### src/rtl/exc_redirect_ctrl.sv
// exc_redirect_ctrl: exception/ERET redirect controller.
// Flushes IF/ID/EX on an exception or ERET and drains stale fetch responses.
// It then hands the redirect PC to IF over a valid/ready handshake.
// It also tracks how many fetch requests are in flight.
// Optional feature macro: FLUSH_CNT_EN adds a 32-bit count of accepted flushes.
module exc_redirect_ctrl #(
    parameter logic [31:0] EXC_VECTOR = 32'hBFC00380,
    parameter int          MAX_OUTST  = 4,
    parameter int          CNT_W      = 3
) (
    input  logic             clk,
    input  logic             resetn,
    input  logic             exc_valid,
    input  logic             eret_valid,
    input  logic [31:0]      epc,
    input  logic             inst_req_fire,
    input  logic             inst_data_ok,
    input  logic             redirect_ready,
`ifdef FLUSH_CNT_EN
    output logic [31:0]      flush_cnt,
`endif
    output logic             flush,
    output logic             redirect_valid,
    output logic [31:0]      redirect_pc,
    output logic             discard_resp,
    output logic             busy,
    output logic             outst_full,
    output logic [CNT_W-1:0] outst_cnt
);

    typedef enum logic [1:0] {
        ST_IDLE  = 2'd0,
        ST_DRAIN = 2'd1,
        ST_REDIR = 2'd2
    } state_t;

    localparam logic [CNT_W-1:0] CNT_MAX  = CNT_W'(MAX_OUTST);
    localparam logic [CNT_W-1:0] CNT_ONE  = CNT_W'(1);
    localparam logic [CNT_W-1:0] CNT_ZERO = '0;

    state_t           state_q, state_d;
    logic [CNT_W-1:0] outst_cnt_q, outst_cnt_d;
    logic [CNT_W-1:0] stale_cnt_q, stale_cnt_d;
    logic [31:0]      redirect_pc_q, redirect_pc_d;
    logic             req_any;

    assign req_any = exc_valid | eret_valid;

    // Outstanding-fetch counter: +fire -data_ok, held at its bounds so a protocol slip cannot wrap it
    always_comb begin
        outst_cnt_d = outst_cnt_q;
        if (inst_req_fire && !inst_data_ok && (outst_cnt_q != CNT_MAX)) begin
            outst_cnt_d = outst_cnt_q + CNT_ONE;
        end else if (inst_data_ok && !inst_req_fire && (outst_cnt_q != CNT_ZERO)) begin
            outst_cnt_d = outst_cnt_q - CNT_ONE;
        end
    end

    // FSM next-state, redirect target capture and stale-response bookkeeping
    always_comb begin
        state_d       = state_q;
        stale_cnt_d   = stale_cnt_q;
        redirect_pc_d = redirect_pc_q;
        flush         = 1'b0;
        discard_resp  = 1'b0;
        unique case (state_q)
            ST_IDLE: begin
                if (req_any) begin
                    flush         = 1'b1;
                    // Exception has priority over a simultaneous ERET
                    redirect_pc_d = exc_valid ? EXC_VECTOR : epc;
                    // Everything in flight after this edge, including a fire in
                    // the request cycle itself, belongs to the flushed path
                    stale_cnt_d   = outst_cnt_d;
                    state_d       = (outst_cnt_d == CNT_ZERO) ? ST_REDIR : ST_DRAIN;
                end
            end
            ST_DRAIN: begin
                // New exception/ERET requests are ignored: the pipeline is already flushed
                if (inst_data_ok) begin
                    discard_resp = 1'b1;
                    if (stale_cnt_q != CNT_ZERO) begin
                        stale_cnt_d = stale_cnt_q - CNT_ONE;
                    end
                    if (stale_cnt_q <= CNT_ONE) begin
                        state_d = ST_REDIR;
                    end
                end
            end
            ST_REDIR: begin
                if (redirect_ready) begin
                    state_d = ST_IDLE;
                end
            end
            default: begin
                state_d = ST_IDLE;
            end
        endcase
    end

    // State and datapath registers
    always_ff @(posedge clk or negedge resetn) begin
        if (!resetn) begin
            state_q       <= ST_IDLE;
            outst_cnt_q   <= '0;
            stale_cnt_q   <= '0;
            redirect_pc_q <= '0;
        end else begin
            state_q       <= state_d;
            outst_cnt_q   <= outst_cnt_d;
            stale_cnt_q   <= stale_cnt_d;
            redirect_pc_q <= redirect_pc_d;
        end
    end

`ifdef FLUSH_CNT_EN
    logic [31:0] flush_cnt_q, flush_cnt_d;

    // Count of accepted flush requests, wrapping at 2^32
    always_comb begin
        flush_cnt_d = flush_cnt_q;
        if ((state_q == ST_IDLE) && req_any) begin
            flush_cnt_d = flush_cnt_q + 32'd1;
        end
    end

    // Flush counter register
    always_ff @(posedge clk or negedge resetn) begin
        if (!resetn) begin
            flush_cnt_q <= '0;
        end else begin
            flush_cnt_q <= flush_cnt_d;
        end
    end

    assign flush_cnt = flush_cnt_q;
`endif

    assign redirect_valid = (state_q == ST_REDIR);
    assign busy           = (state_q != ST_IDLE);
    assign redirect_pc    = redirect_pc_q;
    assign outst_cnt      = outst_cnt_q;
    assign outst_full     = (outst_cnt_q == CNT_MAX);

endmodule

### config.mk
export PLATFORM = sky130hd
export DESIGN_NAME = exc_redirect_ctrl
export DESIGN_NICKNAME = d
export VERILOG_FILES = /design/src/rtl/exc_redirect_ctrl.sv
export SDC_FILE = /design/constraint.sdc
export NUM_CORES = 1
export LEC_CHECK = 0
export BUFFER_PORTS_ARGS = -buffer_cell sky130_fd_sc_hd__buf_2
export CAP_MARGIN = 20
export CORE_AREA = 2 2 69 71
export DETAILED_ROUTE_END_ITERATION = 12
export DIE_AREA = 0 0 71 73
export PLACE_DENSITY = 0.74
export SLEW_MARGIN = 40
export SYNTH_ARGS = -nofsm -noshare
export SYNTH_HDL_FRONTEND = slang
export SYNTH_SLANG_ARGS = --single-unit
### constraint.sdc
create_clock -name clk -period 3.5 [get_ports clk]
set_input_delay 0.7 -clock clk [delete_from_list [all_inputs] [get_ports clk]]
set_output_delay 0.7 -clock clk [all_outputs]
set_load 0.01 [all_outputs]
# [Word level (Yosys, flattened, before mapping)]
# Index checks and enable logic that the tools add are counted.
[totals] output_inout_bits=40 ff_bits=40
[classes] n_addsub=3 n_bitwise=1 n_reduce_logical=15 eq_ne=9 n_lt_le_gt_ge=1 n_mux=17
[op_table] op="two-way mux 32 bit" n=1
[op_table] op="two-way mux 3 bit" n=5
[op_table] op="two-way mux 2 bit" n=5
[op_table] op="!= test 2 bit, second input constant" n=5
[op_table] op="AND reduction 4 bit" n=2
[op_table] op="case mux 2 bit (3 select lines)" n=1
[op_table] op="case mux 3 bit (2 select lines)" n=1
[op_table] op="nonzero test 3 bit" n=2
[op_table] op="subtractor 3 x 1 -> 3 bit, second input constant" n=2
[op_table] op="logical AND 1 bit" n=4
[op_table] op="two-way mux 1 bit" n=4
[op_table] op="nonzero test 2 bit" n=2
[op_table] op="adder 3 x 1 -> 3 bit, second input constant" n=1
[op_table] op="== test 3 bit, second input constant" n=1
[op_table] op="less-or-equal comparator 3 x 1 -> 1 bit, second input constant" n=1
[op_table] op="logical NOT 3 bit" n=1
[op_table] op="!= test 3 bit, second input constant" n=1
[op_table] op="== test 2 x 1 -> 1 bit, second input constant" n=1
[op_table] op="== test 2 bit, second input constant" n=1
[op_table] op="logical NOT 1 bit" n=2
[op_table] op="logical NOT 2 bit" n=1
[op_table] op="AND reduction 2 bit" n=1
[op_table] op="OR 1 bit" n=1

# [Depth between registers and ports, before layout]
[depth] word_depth=9 depth_mapped=7 mapped_depth_nobuf=7

# [Worst setup path before layout]
# No wires, ideal clock.
[synth_path] kind="in2out" start="in exc_valid" end="out flush" setup_slack_ns=1.534 path_buffers=2 required_time_ns=2.800 path_stages=5 arrival_ns=1.266 cell_sequence="nor2_1 > or2_1 > buf_6 > inv_2 > buf_4"
[synth_via] elab_chain_len=3
[synth_rtl] item="start: declaration" line="13" rtl="input logic exc_valid,"
[synth_rtl] item="OR 1 bit" line="47" rtl="assign req_any = exc_valid | eret_valid;"
[synth_rtl] item="two-way mux 1 bit" line="68" rtl="if (req_any) begin"
[synth_rtl] item="two-way mux 1 bit" line="66" rtl="unique case (state_q)"
[synth_rtl] item="end: declaration" line="22" rtl="output logic flush,"
# No other way between the ends.

# [Worst setup path in the final report]
# Same ends and word-level chain as after synthesis.

==> impl_metrics.env <==
export IMPL_worst_setup_path_startpoint="exc_valid"
export IMPL_global_route_usage_sum_pct=16.7
export IMPL_synth_top_cells_by_count="sky130_fd_sc_hd__nand2_1, sky130_fd_sc_hd__dfrtp_1, sky130_fd_sc_hd__o21ai_1, sky130_fd_sc_hd__nand2b_1, sky130_fd_sc_hd__clkbuf_1"
export IMPL_hold_class="primary input to asynchronous set/reset pin"
export IMPL_synth_enable_flop_cells=0
export IMPL_yosys_area_share_xor_xnor_pct=0.832
export IMPL_cts_path_max_buffers=2
export IMPL_synth_seq_cells=40
export IMPL_ys_top_cells_by_area="sky130_fd_sc_hd__dfrtp_1, sky130_fd_sc_hd__nand2_1, sky130_fd_sc_hd__o21ai_1"
export IMPL_synth_seq_area_share_pct=51.2
export IMPL_portBuffers=78
export IMPL_layoutNonFillerInstCount=340
export IMPL_floorplan_die_width_um=71
export IMPL_post_synth_fa_ha_maj_area_fraction_pct=3.20
export IMPL_slew_limit_headroom_pct=67.1
export IMPL_rows=25
export IMPL_max_cap_violations=0
export IMPL_power_leakage_nw=1.31
export IMPL_drcViolationCount=0
export IMPL_initial_core_util_pct=43.1
export IMPL_critPathCapture="flush"
export IMPL_worstMarginPinSlew_ns=0.493
export IMPL_clock_sinks=40
export IMPL_antennaDiodeCount=0
export IMPL_routabilityCongestion=0.747
export IMPL_ys_warn_count=0
export IMPL_synth_fp_nets=254
export IMPL_clk_insertion_delay_late_ns=0.29
export IMPL_syn_avg_cell_area_um2=9.31
export IMPL_fp_dieArea_mm2=0.00518
export IMPL_drt_antenna_violating_nets=0
export IMPL_grt_start_max_net_pins=55
export IMPL_clk_pin_slew_ns=0.08
export IMPL_synthCells=210
export IMPL_cts_hold_buf=0
export IMPL_die_h_um=73
export IMPL_final_setup_viol_count=0
export IMPL_timing_reg2reg_worst_path_depth=7
export IMPL_coreArea_mm2=0.00454
export IMPL_total_negative_slack_for_setup_checks_ns=0
export IMPL_crit_reg2reg_launch="outst_cnt[0]"
export IMPL_grt_pass1_vias=1549
export IMPL_place_hpwl_mm=2.93
export IMPL_timing_final_crit_share_pct=72.4
export IMPL_io_pin_count=79
export IMPL_status="completed"
export IMPL_via_per_inst=4.87
export IMPL_synth_top_family_by_area="simple AND/OR/NAND/NOR gates"
export IMPL_layout_cell_share_with_drive_strength_beyond_1_pct=33.2
export IMPL_wl_per_cell_um=11.8
export IMPL_ff2ff_setup_slack_ns=1.54
export IMPL_number_of_library_cell_types_mapped_by_synthesis=38
export IMPL_worst_endpoint_required_ns=2.80
export IMPL_design_power_total_mw=2.15
export IMPL_area_delta_synth_final_pct=27.5
export IMPL_tritoncts_clock_tree="done"
export IMPL_muxShareOfSynthArea_pct=0
export IMPL_hold_violations=0
export IMPL_netlist_area_mm2=0.00196
export IMPL_synth_compound_area_share_pct=16.3
export IMPL_dr_pass1_iters=4
export IMPL_finalCoreUtilization_pct=55.0
export IMPL_wp_data_arrival_ns=1.83
export IMPL_skew_ns=0.00344
export IMPL_final_nets=329
export IMPL_synth_largest_type_area_fraction_pct=51.2
export IMPL_cts_htree_levels=2
export IMPL_worstReg2RegEnd="state_q[1]"
export IMPL_synth_simple_gate_area_share_pct=24.2
export IMPL_num_vias=1655
export IMPL_maxClockFrequency_ghz=0.395
export IMPL_worst_setup_path_start_kind="primary input"
export IMPL_setup_repair_after_global_routing_missed_its_margin="false"
export IMPL_timing_final_max_slew_violations=0
export IMPL_global_route_overflow_total=0
export IMPL_postSynth_topFlopCell="sky130_fd_sc_hd__dfrtp_1"
export IMPL_synth_top_area_cell="sky130_fd_sc_hd__dfrtp_1"
export IMPL_power_density_mw_per_mm2=864
export IMPL_cts_resized=0
export IMPL_cts_made_buffers=5
export IMPL_finalCriticalPeriod_ns=2.53
export IMPL_setup_worst_path_class="primary input to output port"
export IMPL_cts_root_buf="sky130_fd_sc_hd__clkbuf_8"
export IMPL_critPathMaxFanout=34
export IMPL_initialDrtViolationCount=96
export IMPL_fill_cells=426
export IMPL_wire_length_of_the_first_global_routing_pass_mm=6.93
export IMPL_post_cts_repair_setup_buffers=0
export IMPL_antenna_violations_before_repair=0
export IMPL_vdd_ir_drop_worst_uv=351
export IMPL_async_flop_share_pct=100
export IMPL_cell_with_the_most_instances_after_synthesis="sky130_fd_sc_hd__nand2_1"
export IMPL_worst_setup_path_end_kind="output port"
export IMPL_finalWirelength_mm=4.00
export IMPL_placed_cells_incl_taps=332
==> metrics by stage <==
step | hold WS (ns) | worst slack, ns | cell area [um^2]
after CTS | 0.395 | 0.941 | 2490
after global routing | 0.408 | 0.828 | 2490
after global placement | 0.445 | 0.954 | 2360
after detailed placement | 0.450 | 0.941 | 2370
after floorplan | 0.404 | 1.53 | 1960
final | 0.373 | 0.968 | 2490
==> final cells by class <==
cell class	count	area (um^2)	area share, %
sequential	40	1000	40.1
clock buffer	7	96.3	3.86
inverter	7	26.3	1.05
tap	54	67.6	2.71
clock inverter	1	30.0	1.20
multi-input combinational	152	872	35.0
timing repair buffer	79	400	16.1
==> cells by family (layout without fill, tap and decap cells) <==
logic type      Yosys count  in the layout
compound gates           53             53
xor+xnor                  1              1
fa+ha+maj                 5              5
buf+inv                  18             94
flops                    40             40
simple gates             93             93
==> sequential cells by signal, summed over array words and instances (netlist names) <==
register     flops
outst_cnt        3
stale_cnt_q      3
state_q          2
redirect_pc     32
==> power by group <==
group          switching (mW)  internal, mW
logic                   0.556         0.399
clock network           0.156         0.252
registers               0.123         0.667
==> worst max-delay path: stages <==
cell and delay, ns:
sky130_fd_sc_hd__buf_2 0.38, sky130_fd_sc_hd__nor2_1 0.08, sky130_fd_sc_hd__or2_2 0.30, sky130_fd_sc_hd__inv_2 0.19, sky130_fd_sc_hd__buf_2 0.17
==> layout by cell type, fill, tap and decap left out, types with 3 or more instances in the layout <==
cell type	count
sky130_fd_sc_hd__buf_2	77
sky130_fd_sc_hd__nand2_1	45
sky130_fd_sc_hd__dfrtp_1	40
sky130_fd_sc_hd__o21ai_1	33
sky130_fd_sc_hd__nand2b_1	23
sky130_fd_sc_hd__clkbuf_8	7
sky130_fd_sc_hd__inv_1	6
sky130_fd_sc_hd__nor2_1	5
sky130_fd_sc_hd__o21ai_0	5
sky130_fd_sc_hd__ha_1	5
sky130_fd_sc_hd__nor2b_1	3
==> metal layers <==
metal	global-route usage, %	routed length, um
met1	22.8	1810
met2	26.0	1880
met3	4.70	245
met4	5.45	64
met5	0	0
==> how the worst min path moves through the flow <==
stage,to,slack [ns],cells after the start
finish,redirect_pc[30],0.37,1
global route,redirect_pc[30],0.41,1
CTS,redirect_pc[29],0.39,1
detailed placement,redirect_pc[22],0.45,2
global placement,redirect_pc[27],0.45,2
floorplan,outst_cnt[0],0.40,0
(Power assumes the default switching activity.)
